## config.mk

```make
export PLATFORM = sky130hd
export DESIGN_NAME = regfile_writeback
export DESIGN_NICKNAME = d
export VERILOG_FILES = /design/src/rtl/regfile_writeback.sv
export SDC_FILE = /design/constraint.sdc
export NUM_CORES = 1
export LEC_CHECK = 0
export CAP_MARGIN = 20
export CORE_MARGIN = 5
export CORE_UTILIZATION = 45
export CTS_BUF_LIST = sky130_fd_sc_hd__clkbuf_16
export DETAILED_ROUTE_END_ITERATION = 6
export PLACE_DENSITY = 0.75
export SYNTH_ARGS = -nofsm -noshare
export SYNTH_HDL_FRONTEND = slang
export SYNTH_SLANG_ARGS = --single-unit
export TNS_END_PERCENT = 100
```

## constraint.sdc

```tcl
create_clock -name clk -period 5.7 [get_ports clk]
set_input_delay 1.71 -clock clk [delete_from_list [all_inputs] [get_ports clk]]
set_output_delay 1.71 -clock clk [all_outputs]
set_load 0.01 [all_outputs]
```

## src/rtl/regfile_writeback.sv

```systemverilog
// Write-side front end for the 32x32 register file: merges ALU results and
// handshaked load results onto the single write port, buffering late loads.
module regfile_writeback #(
    parameter int DEPTH = 2,
    parameter int CW    = 2
) (
    input  logic          clk,
    input  logic          rst,
    input  logic          stall,
    input  logic          alu_valid,
    input  logic [4:0]    alu_rd,
    input  logic [31:0]   alu_data,
    input  logic          ld_valid,
    output logic          ld_ready,
    input  logic [4:0]    ld_rd,
    input  logic [31:0]   ld_data,
    output logic          we,
    output logic [4:0]    wa,
    output logic [31:0]   wd,
    output logic [31:0]   pending_mask,
    output logic [CW-1:0] fifo_count
);

    localparam int AW = (DEPTH > 1) ? $clog2(DEPTH) : 1;

    logic [AW-1:0]    rptr, wptr;
    logic [CW-1:0]    count;
    logic [DEPTH-1:0] e_valid, e_kill;
    logic [4:0]       e_rd   [DEPTH];
    logic [31:0]      e_data [DEPTH];

    logic alu_go, ld_acc, ld_kill, fifo_empty, pop, wt, push, head_live;

    always_comb begin
        alu_go     = alu_valid && !stall && (alu_rd != 5'd0);
        ld_ready   = !rst && (count < CW'(DEPTH));
        ld_acc     = ld_valid && ld_ready;
        // The ALU result is always younger than any load, so it wins WAW.
        ld_kill    = alu_go && (ld_rd == alu_rd);
        fifo_empty = (count == '0);
        pop        = !alu_go && !fifo_empty;
        wt         = !alu_go && fifo_empty && ld_acc && (ld_rd != 5'd0);
        push       = ld_acc && !wt;
        head_live  = e_valid[rptr] && !e_kill[rptr] && (e_rd[rptr] != 5'd0);
    end

    // NOTE: sequential state uses non-blocking assignments only, so every
    // flop samples pre-edge values regardless of statement order.
    always_ff @(posedge clk or posedge rst) begin
        if (rst) begin
            rptr    <= '0;
            wptr    <= '0;
            count   <= '0;
            e_valid <= '0;
            e_kill  <= '0;
            we      <= 1'b0;
            wa      <= 5'd0;
            wd      <= 32'd0;
        end else begin
            for (int i = 0; i < DEPTH; i++) begin
                if (alu_go && e_valid[i] && (e_rd[i] == alu_rd))
                    e_kill[i] <= 1'b1;
            end

            if (pop) begin
                e_valid[rptr] <= 1'b0;
                rptr          <= rptr + AW'(1);
            end
            if (push) begin
                e_valid[wptr] <= 1'b1;
                e_kill[wptr]  <= ld_kill;
                wptr          <= wptr + AW'(1);
            end

            case ({push, pop})
                2'b10:   count <= count + CW'(1);
                2'b01:   count <= count - CW'(1);
                default: count <= count;
            endcase

            we <= 1'b0;
            if (alu_go) begin
                we <= 1'b1;
                wa <= alu_rd;
                wd <= alu_data;
            end else if (pop) begin
                if (head_live) begin
                    we <= 1'b1;
                    wa <= e_rd[rptr];
                    wd <= e_data[rptr];
                end
            end else if (wt) begin
                we <= 1'b1;
                wa <= ld_rd;
                wd <= ld_data;
            end
        end
    end

    // NOTE: payload storage is not reset; the reset valid bits already make
    // every entry dead, so clearing the data would only add reset fan-out.
    always_ff @(posedge clk) begin
        if (push) begin
            e_rd[wptr]   <= ld_rd;
            e_data[wptr] <= ld_data;
        end
    end

    always_comb begin
        pending_mask = 32'd0;
        for (int i = 0; i < DEPTH; i++) begin
            if (e_valid[i] && !e_kill[i])
                pending_mask[e_rd[i]] = 1'b1;
        end
        pending_mask[0] = 1'b0;
    end

    assign fifo_count = count;

endmodule

```

==> flow_metrics.tcl <==
set metrics [dict create \
    cts_setup_buffers 0 \
    required_ns 3.99 \
    p_leak_nw 3.02 \
    maxSlewViolCount 0 \
    yosys_most_used_dff "edfxtp_1" \
    drt-initial-drc-count 301 \
    syn_to_final_growth_pct 36.6 \
    num-fill-cells 1007 \
    diodes 0 \
    worstPathArrival_ns 2.83 \
    min_period_ns 4.54 \
    p_total_mw 3.66 \
    nets 716 \
    grt_use_total_pct 19.0 \
    tns_ns 0 \
    yosysUniqueCellTypes 38 \
    root_buffer "clkbuf_16" \
    vias 4438 \
    drtPass1Iterations 6 \
    worst_setup_path_end_kind "output port" \
    wl_per_cell_microns 17.5 \
    cp_max_fo 2 \
    grt_max_degree 78 \
    grt_pass1_vias 4479 \
    synthesis.area_sq_um 5860 \
    drc 0 \
    status "finished clean" \
    antenna_left 0 \
    max_clock_freq_ghz 0.220 \
    syn_area_per_cell_sq_um 11.8 \
    hold_viol 0 \
    period_share_pct 79.6 \
    layout-drive-gt1-share_pct 12.3 \
    synth_edf_count 74 \
    seq_area_frac_synth_pct 57.6 \
    ctsHoldBuffers 0 \
    path_clk_slew_ns 0.06 \
    post_cts_resized 0 \
    numPortBuffers 150 \
    routed_via_density 5.41 \
    yosysWarnings 0 \
    htree_levels 4 \
    dieArea_sq_um 15400 \
    ir_drop_uv 262 \
    placementRows 41 \
    core_area_sq_um 12700 \
    ios 152 \
    clock_skew_ns 0.00912 \
    grt_setup_unrepaired "no" \
    initial_core_util_pct 46.3 \
    power_density_nw_per_um2 457 \
    async_flop_share_pct 38.3 \
    cts_buffers 17 \
    cts_buffer_depth 2 \
    clk_latency_ns 0.40 \
    critPathKind "in -> out" \
    dpl.cell_count 788 \
    antenna_found_initial 0 \
    synth_seq_cells 120 \
    routed_wl_microns 14400 \
    die_x_microns 124 \
    final_core_util_pct 63.2 \
    fin_cells 821 \
    tightest_slew_ns 0.739 \
    worst_slack_ns 1.16 \
    grt_pass1_wl_microns 22600 \
    dp_hpwl_microns 9960 \
    slew_headroom_pct 50.7 \
    setup_violations 0 \
    syn-num-nets 578 \
    fp.dieH_microns 124 \
    gp_congestion 0.866 \
    dp_slack_ns 0.876 \
    cts_tree "done" \
    overflow 0 \
    start_kind "input pin" \
    cts_sinks 120 \
    drv_cap 0 \
    syn_inst 498 \
    hold_path.class "reg -> reg" \
]
where the power goes:
part | total [mW] | internal, mW | switching [mW]
combinational | 1.43 | 0.760 | 0.672
sequential | 1.27 | 1.15 | 0.125
clock | 0.955 | 0.590 | 0.364
cells in the final DEF, fill, tap and decap left out, drive strengths merged, types with 2 or more instances in the layout:
cell           count
inv                8
or3                3
or3b               3
nor2              47
mux2i             39
xor2              13
nand3              4
o22ai             31
buf                6
nand3b            10
clkbuf            17
nand2             46
a21oi             36
clkdlybuf4s50    150
a211oi             2
or4                2
o21ai             37
dfrtp             46
xnor2              6
a41oi              2
edfxtp            74
mux2              37
a21o               2
nor4               4
nor2b              4
clkinv             7
clkinvlp           3
cells by family after synthesis:
group	after synthesis	share of synthesized area [%]
XOR/XNOR	19	2.84
AO/OA/AOI/OAI	113	10.7
flip-flops	120	57.6
other	1	0.0640
buffers and inverters	41	3.42
AND/OR/NAND/NOR	127	10.2
multiplexers	76	15.0
adder cells (fa/ha/maj)	1	0.213
cells in the mapped netlist, types with 10 or more instances:
cell type / instances / area, sq um
nand3b_1: 10 / 75.1
mux2_2: 18 / 203
nand2_1: 46 / 173
clkbuf_1: 25 / 93.8
mux2_4: 19 / 285
mux2i_1: 39 / 390
a21oi_1: 36 / 180
edfxtp_1: 74 / 2220
xor2_1: 13 / 114
nor2_1: 47 / 176
o21ai_0: 37 / 185
o22ai_1: 31 / 194
dfrtp_1: 46 / 1150
metrics by stage:
stage | hold slack (ns) | area, sq um
3_3_place_gp | 0.459 | 7450
4_1_cts | 0.503 | 7990
5_1_grt | 0.510 | 8010
6_report | 0.502 | 8010
2_1_floorplan | 0.447 | 5860
3_5_place_dp | 0.491 | 7450
final timing paths:
path / start / endpoint / slack, ns / cells after the start
max reg2reg: fifo_count[0] / wd[30] / 3.13 / 5
max: rst / ld_ready / 1.16 / 3
min: wd[10] / wd[10] / 0.50 / 1
min in group asynchronous: rst / wd[21] / 1.70 / 2
min reg2reg: wd[10] / wd[10] / 0.50 / 1
max in group asynchronous: rst / wd[29] / 3.47 / 3
per-layer routing:
| layer | wire [microns] | share of wire [%] | GRT usage (%) | vias up |
|---|---|---|---|---|
| met5 | 0 | 0 | 0 | - |
| met4 | 121 | 0.84 | 5.82 | 0 |
| met3 | 1360 | 9.5 | 7.13 | 12 |
| met2 | 6910 | 48 | 31.6 | 206 |
| met1 | 6000 | 42 | 23.1 | 2120 |
| li1 | - | - | - | 2100 |
worst max-delay path: stages:
cell,delay [ns]
clkdlybuf4s50_1,0.43
nor2_1,0.13
clkdlybuf4s50_1,0.56
cell type report:
type / instances / area [sq um] / share of cell area (%)
timing repair buffer: 156 / 1560 / 19.5
sequential: 120 / 3370 / 42.1
tap: 172 / 215 / 2.69
clock inverter: 15 / 115 / 1.44
inverter: 4 / 15.0 / 0.188
clock buffer: 17 / 425 / 5.31
multi-input combinational: 337 / 2300 / 28.8
flip-flops by register name, indices dropped and copies added, names as in the netlist:
signal and count:
fifo_count 2, e_valid 2, wd 32, wa 5, rptr 1, we 1, e_data 64, wptr 1
e_kill 2, e_rd 10
Power figures use the tool's default switching activity.
